--- config.mk ---
export PLATFORM = sky130hd
export DESIGN_NAME = core_wb
export DESIGN_NICKNAME = d
export VERILOG_FILES = /design/src/rtl/core_pkg.sv /design/src/rtl/core_wb_align.sv /design/src/rtl/core_wb.sv
export SDC_FILE = /design/constraint.sdc
export NUM_CORES = 1
export LEC_CHECK = 0
export ABC_AREA = 1
export BUFFER_PORTS_ARGS = -buffer_cell sky130_fd_sc_hd__clkbuf_2
export CAP_MARGIN = 20
export CORE_MARGIN = 8
export CORE_UTILIZATION = 53
export DETAILED_ROUTE_END_ITERATION = 7
export PLACE_DENSITY_LB_ADDON = 0.3
export SLEW_MARGIN = 10
export SYNTH_ARGS = -nofsm -noshare
export SYNTH_HDL_FRONTEND = slang
export SYNTH_HIERARCHICAL = 1
export SYNTH_SLANG_ARGS = --single-unit
--- constraint.sdc ---
create_clock -name i_clk -period 3.1 [get_ports i_clk]
set_input_delay 0.155 -clock i_clk [delete_from_list [all_inputs] [get_ports i_clk]]
set_output_delay 0.155 -clock i_clk [all_outputs]
set_load 0.01 [all_outputs]
--- src/rtl/core_pkg.sv ---
// Shared types and constants for the writeback stage: load funct3 codes,
// FSM state encoding and register-index width.
package core_pkg;

  localparam int REG_IDX_W = 5;

  localparam logic [2:0] F3_LB  = 3'b000;
  localparam logic [2:0] F3_LH  = 3'b001;
  localparam logic [2:0] F3_LW  = 3'b010;
  localparam logic [2:0] F3_LBU = 3'b100;
  localparam logic [2:0] F3_LHU = 3'b101;

  typedef enum logic [1:0] {
    IDLE      = 2'd0,
    WAIT_LOAD = 2'd1,
    WRITE     = 2'd2
  } wb_state_e;

endpackage

--- src/rtl/core_wb_align.sv ---
// Combinational load alignment: picks the addressed byte/halfword from the raw
// memory word and sign- or zero-extends it according to funct3.
module core_wb_align
  import core_pkg::*;
(
  input  logic [2:0]  i_funct3,
  input  logic [1:0]  i_addr_lo,
  input  logic [31:0] i_rdata,
  output logic [31:0] o_data
);

  logic [7:0]  w_byte;
  logic [15:0] w_half;

  always_comb begin
    w_byte = 8'd0;
    case (i_addr_lo)
      2'd0: w_byte = i_rdata[7:0];
      2'd1: w_byte = i_rdata[15:8];
      2'd2: w_byte = i_rdata[23:16];
      2'd3: w_byte = i_rdata[31:24];
      default: w_byte = 8'd0;
    endcase
  end

  assign w_half = i_addr_lo[1] ? i_rdata[31:16] : i_rdata[15:0];

  // Reserved codes (011/110/111) fall through to the full word.
  always_comb begin
    o_data = i_rdata;
    case (i_funct3)
      F3_LB:   o_data = {{24{w_byte[7]}}, w_byte};
      F3_LBU:  o_data = {24'd0, w_byte};
      F3_LH:   o_data = {{16{w_half[15]}}, w_half};
      F3_LHU:  o_data = {16'd0, w_half};
      default: o_data = i_rdata;
    endcase
  end

endmodule

--- src/rtl/core_wb.sv ---
// Writeback stage: retires execute results and aligned load data into the
// register file. Optional forwarding bus enabled by macro CORE_WB_FWD_EN.
//
// state     | meaning
// IDLE      | nothing to write, ready for the next instruction
// WAIT_LOAD | load accepted, waiting for memory data (not ready)
// WRITE     | write-port cycle for the latched result, ready for the next one
module core_wb
  import core_pkg::*;
(
  input  logic                 i_clk,
  input  logic                 i_rst,
  input  logic                 i_ex_valid,
  output logic                 o_ex_ready,
  input  logic [REG_IDX_W-1:0] i_ex_rd,
  input  logic [31:0]          i_ex_result,
  input  logic                 i_ex_is_load,
  input  logic [2:0]           i_ex_funct3,
  input  logic [1:0]           i_ex_addr_lo,
  input  logic                 i_mem_rvalid,
  input  logic [31:0]          i_mem_rdata,
  output logic                 o_we,
  output logic [REG_IDX_W-1:0] o_waddr,
  output logic [31:0]          o_wdata,
  output logic                 o_fwd_valid,
  output logic [REG_IDX_W-1:0] o_fwd_rd,
  output logic [31:0]          o_fwd_data,
  output logic                 o_err_stray
);

  wb_state_e            r_state;
  wb_state_e            w_state_nxt;
  logic [REG_IDX_W-1:0] r_rd;
  logic [2:0]           r_funct3;
  logic [1:0]           r_addr_lo;
  logic                 r_we;
  logic [REG_IDX_W-1:0] r_waddr;
  logic [31:0]          r_wdata;
  logic                 r_err_stray;

  logic                 w_ready;
  logic                 w_accept;
  logic                 w_wr_go;
  logic [REG_IDX_W-1:0] w_wr_rd;
  logic [31:0]          w_wr_data;
  logic [31:0]          w_aligned;

  core_wb_align u_align (
    .i_funct3  (r_funct3),
    .i_addr_lo (r_addr_lo),
    .i_rdata   (i_mem_rdata),
    .o_data    (w_aligned)
  );

  assign w_ready  = (r_state != WAIT_LOAD);
  assign w_accept = i_ex_valid && w_ready;

  always_comb begin
    w_state_nxt = r_state;
    w_wr_go     = 1'b0;
    w_wr_rd     = r_rd;
    w_wr_data   = w_aligned;
    case (r_state)
      IDLE, WRITE: begin
        if (w_accept) begin
          if (i_ex_is_load) begin
            w_state_nxt = WAIT_LOAD;
          end else begin
            w_state_nxt = WRITE;
            w_wr_go     = 1'b1;
            w_wr_rd     = i_ex_rd;
            w_wr_data   = i_ex_result;
          end
        end else begin
          w_state_nxt = IDLE;
        end
      end
      WAIT_LOAD: begin
        if (i_mem_rvalid) begin
          w_state_nxt = WRITE;
          w_wr_go     = 1'b1;
        end
      end
      default: w_state_nxt = IDLE;
    endcase
  end

  // Write port only moves on a real write so WADDR/WDATA hold otherwise.
  always_ff @(posedge i_clk) begin
    if (i_rst) begin
      r_state     <= IDLE;
      r_rd        <= '0;
      r_funct3    <= 3'd0;
      r_addr_lo   <= 2'd0;
      r_we        <= 1'b0;
      r_waddr     <= '0;
      r_wdata     <= 32'd0;
      r_err_stray <= 1'b0;
    end else begin
      r_state <= w_state_nxt;
      r_we    <= w_wr_go && (w_wr_rd != '0);
      if (w_wr_go && (w_wr_rd != '0)) begin
        r_waddr <= w_wr_rd;
        r_wdata <= w_wr_data;
      end
      if (w_accept && i_ex_is_load) begin
        r_rd      <= i_ex_rd;
        r_funct3  <= i_ex_funct3;
        r_addr_lo <= i_ex_addr_lo;
      end
      if (i_mem_rvalid && (r_state != WAIT_LOAD)) begin
        r_err_stray <= 1'b1;
      end
    end
  end

  assign o_ex_ready  = w_ready;
  assign o_we        = r_we;
  assign o_waddr     = r_waddr;
  assign o_wdata     = r_wdata;
  assign o_err_stray = r_err_stray;

`ifdef CORE_WB_FWD_EN
  assign o_fwd_valid = r_we;
  assign o_fwd_rd    = r_waddr;
  assign o_fwd_data  = r_wdata;
`else
  assign o_fwd_valid = 1'b0;
  assign o_fwd_rd    = '0;
  assign o_fwd_data  = 32'd0;
`endif

endmodule

# Yosys cells after proc, flatten, opt, wreduce, memory -nomap -nowiden
# Index checks and enable logic that the tools add are counted.
# op_classes
order_cmp,0
n_div,0
shift,0
n_eq_ne,10
n_mux,17
n_addsub,0
n_bitwise,0
mul,0
reduce_logical,9
# op_table
cell,n
$pmux W32 S4,1
$mux W32,3
$pmux W8 S4,1
$mux W16,1
$mux W5,3
$eq A2 B2 Y1 const B,3
$eq A3 B3 Y1 const B,2
$mux W2,3
$reduce_bool A5 Y1,1
$eq A2 B1 Y1 const B,2
$logic_and A1 B1 Y1,4
$logic_not A2 Y1,2
$pmux W2 S2,1
$eq A3 B1 Y1 const B,1
$logic_not A3 Y1,1
$mux W1,3
$ne A2 B1 Y1 const B,1
$ne A2 B2 Y1 const B,1
$pmux W1 S2,1
$reduce_or A2 Y1,1
# totals
register_bits,51
word_cells,44
memories,0
ram_bits,0
romBits,0
output_inout_bits,78
latch_bits,0

# Longest topological paths before layout
# depth
ltp_word,6
depth_mapped,14
depth_no_buf,12

# Hierarchy
# The synthesis kept the hierarchy.
# modules_own_cells
module,cells_each,area_per_inst_um2,instances,seq_area_each_um2
core_wb,430,2874.0,1,1021.0
core_wb_align,170,923.4,1,0.0

# Least setup slack after synthesis
# Ideal clock, no wire load.
# synth_timing
path_type,flip-flop to flip-flop
from,register r_state[0]
to,"register r_wdata[0], in the netlist o_wdata[0]"
path_stages_with_launch,13
setup_ns,0.113
path_slack_ns,1.457
t_arrival_ns,1.530
n_path_buf,2
cell_sequence,dfxtp_1 -> nor2_4 -> nand2_1 -> buf_4 -> nand2_1 -> nand2_1 -> nand2_1 -> inv_1 -> nand2_1 -> buf_4 -> nand3b_1 -> nand2_1 -> nor2_1
# synth_between
elab_chain_len,6
# synth_rtl
item,line_no,source
"start, declared",core_wb.sv:31,wb_state_e r_state;
"start signal, assigned",core_wb.sv:100,r_state <= w_state_nxt;
$ne A2 B1 Y1,core_wb.sv:55,assign w_ready = (r_state != WAIT_LOAD);
$logic_and A1 B1 Y1,core_wb.sv:56,assign w_accept = i_ex_valid && w_ready;
$mux W5,core_wb.sv:65,if (w_accept) begin
$mux W5,core_wb.sv:63,case (r_state)
$reduce_bool A5 Y1,core_wb.sv:102,if (w_wr_go && (w_wr_rd != '0)) begin
$logic_and A1 B1 Y1,core_wb.sv:102,
"end signal, assigned",core_wb.sv:104,r_wdata <= w_wr_data;
"end, declared",core_wb.sv:38,logic [31:0] r_wdata;
# Parallel ways exist; a longest one is shown, timed or not.
# A chain may end at the register's enable or synchronous reset.

# Worst setup path after layout
# layout_timing
from,register r_state[0]
to,"register r_wdata[31], in the netlist o_wdata[31]"
# Same word-level chain as after synthesis.

==> metrics.md <==
| Metric | Value |
|---|---|
| Status | `completed` |
| Total global-route track usage | `21.3%` |
| Routed met2 length | `5260 µm` |
| CTS buffer count | `5` |
| Min Tclk post-route | `2.32 ns` |
| Setup crit end kind | `register` |
| Crit path largest cell delay | `0.41 ns` |
| Pre-CTS WS | `0.799 ns` |
| Grt ovf | `0` |
| Post-CTS Hold Fix Bufs | `0` |
| Max-cap violations | `0` |
| Hpwl dp | `8390 µm` |
| Finished Core Util | `60.5%` |
| Top cell type's share of synthesized area | `26.9%` |
| Max-slew violation count | `0` |
| HP Start | `i_ex_addr_lo[1]` |
| Die Area | `10100 µm²` |
| CTS tree | `yes` |
| Power per cell area | `444 nW/µm²` |
| Worst Setup SP | `r_state[0]` |
| Crit path top cell by count | `nand2_1` |
| Clock latency on the worst-skew pair | `0.31 ns` |
| Relative slew slack | `59.4%` |
| Worst R2R Start | `r_state[0]` |
| Ranking of synthesized cells by area | `dfxtp_1, nand2_1, nor2_1, nand3_1, buf_4` |
| Post-CTS setup buffers | `0` |
| Die W | `101 µm` |
| Area leader, netlist | `dfxtp_1` |
| Vias/cell | `5.03` |
| Initial core utilization | `53.5%` |
| Seq cells post-synth | `51` |
| First-pass DRT Iterations | `5` |
| Vias in the first global route | `3962` |
| Syn_area_per_cell | `6.33 µm²` |
| Worst setup margin | `0.776 ns` |
| Area added between synthesis and finish | `13.1%` |
| Setup TNS | `0 ns` |
| WL met3 | `787 µm` |
| Worst VDD drop | `0.000250 V` |
| Tightest Hold Check Type | `primary input to register` |
| GP Congestion | `0.863` |
| Final setup violation count | `0` |
| First-pass GRT wire length | `17900 µm` |
| Crit path max fanout | `34` |
| Worst EP required | `3.31 ns` |
| Placed Cells | `785` |
| RSZ-0062 raised after global routing | `no` |
| Final Instance Count excl. Fillers | `793` |
| DRC | `0` |
| Worst path cell trace | `nor2_4 -> nand2_1 -> buf_4 -> nand2_1 -> nand2_1 -> nand3_1 -> o21bai_4 -> clkinv_2 -> nor2_1 -> nor2_1` |
| Chip Height | `101 µm` |
| Share of post-route cells with drive strength above 1 | `23.1%` |
| Core area | `7100 µm²` |
| Final ANT Viol Nets | `0` |
| I/O pins | `157` |
| Layout net count | `772` |
| CP Class | `register to register` |
| Per-cell routed wire length | `13.6 µm` |
| Metal-1 WL | `4560 µm` |
| Worst-margin pin slew | `0.608 ns` |
| Gate Count Post-Synth | `600` |
| Largest net degree at the start of global routing | `45` |
| Startpoint Class | `register` |
| Buffers added on ports | `118` |
| Achievable Freq | `430 MHz` |
| Post-Route WL | `10800 µm` |
| CP max stage cell | `dfxtp_1` |
| Clock buffer depth | `2` |
| Clock sinks | `51` |
| Clock Pin Slew Worst Setup and Hold Paths | `0.10 ns` |
| Root Buffer | `clkbuf_8` |
| Register area share after synthesis | `26.9%` |
| Clk_skew | `0.0113 ns` |
| Synth warn | `6` |
| Starting DRT DRC Count | `211` |
| Endpoints failing hold | `0` |
| Post-Syn Area | `3800 µm²` |
| Tcrit/Tclk final | `75.0%` |
| Ant. Diodes | `0` |
| Row count | `31` |
| Highest metal used | `met4` |
| Antenna violations before repair | `0` |
| Synth cell types | `35` |
| Leakage | `2.30 nW` |
| CTS resizes | `0` |
| H-tree Lvls | `2` |
| Worst EP arrival | `2.53 ns` |
| DR vias | `3989` |
[path summary, 6_finish.rpt]
path,end,slack [ns],cells past startpoint
max,o_wdata[31],0.78,10
min reg2reg,r_rd[4],0.47,2
min,r_addr_lo[1],0.1,3
max reg2reg,o_wdata[31],0.78,10
[Yosys cell counts (all sizes together)]
library cell,instances
a21oi,17
buf,57
clkbuf,20
clkinv,2
conb,1
dfxtp,51
inv,25
nand2,166
nand3,76
nand3b,34
nand4,1
nor2,107
o21ai,27
o21bai,3
o22ai,8
or2,5
[sequential cells by signal, indices dropped and copies added (netlist names)]
signal       flops
o_wdata         32
r_rd             5
r_funct3         3
o_waddr          5
o_err_stray      1
o_we             1
r_state          2
r_addr_lo        2
[critical path: cells and delay by family, from the launching register on]
kind,cells,cell delay [ns]
buffers and inverters,2,0.74
flip-flops,1,0.41
AO/OA/AOI/OAI,1,0.18
AND/OR/NAND/NOR,7,0.87
[where the power goes]
| part | leakage, nW | internal (mW) | switching (mW) | total (mW) |
|---|---|---|---|---|
| clock | 0.0618 | 0.266 | 0.226 | 0.492 |
| sequential | 0.420 | 0.717 | 0.0372 | 0.755 |
| combinational | 1.81 | 0.257 | 0.405 | 0.662 |
[layout by cell type, fill, tap and decap left out, drive strengths merged]
cell    instances
nor2          107
or2             5
buf             8
bufinv          1
dfxtp          51
o21bai          3
clkinv          2
o21ai          27
nand4           1
o22ai           8
nand2         166
conb           38
a21oi          17
inv            26
nand3          76
nand3b         34
clkbuf        124
[per-stage QoR]
| step | total power, mW | hold slack [ns] | cell area, µm² |
|---|---|---|---|
| after floorplan | 1.29 | 0.300 | 3940 |
| after global placement | 1.42 | 0.405 | 4170 |
| after detailed placement | 1.43 | 0.414 | 4170 |
| final | 1.91 | 0.0974 | 4290 |
| after global routing | 2.04 | 0.0995 | 4290 |
| after CTS | 1.92 | 0.0916 | 4290 |
[cell families (layout without fill, tap and decap cells)]
kind of cell    count (synthesis)  after routing  share of synthesized area, %
compound gates                 55             55                          8.30
buf+inv                       104            161                          17.0
flops                          51             51                          26.9
other cells                     1             38                        0.0988
simple gates                  389            389                          47.7
[final cells by class]
| type | instances | area, µm² |
|---|---|---|
| clock buffers | 6 | 82.6 |
| clock inverters | 2 | 38.8 |
| repair buffers | 126 | 651 |
| well taps | 99 | 124 |
| fillers | 738 | 2800 |
| multi-input cells | 482 | 2270 |
| flip-flops and latches | 51 | 1020 |
| inverters | 27 | 108 |
[routing by layer]
layer  GRT usage (%)  vias up
met1            24.6     1781
met5               0        -
met3            5.04       15
li1                -     2034
met2            38.5      159
met4            5.12        0
No activity file was read; power rests on OpenSTA's default activity.
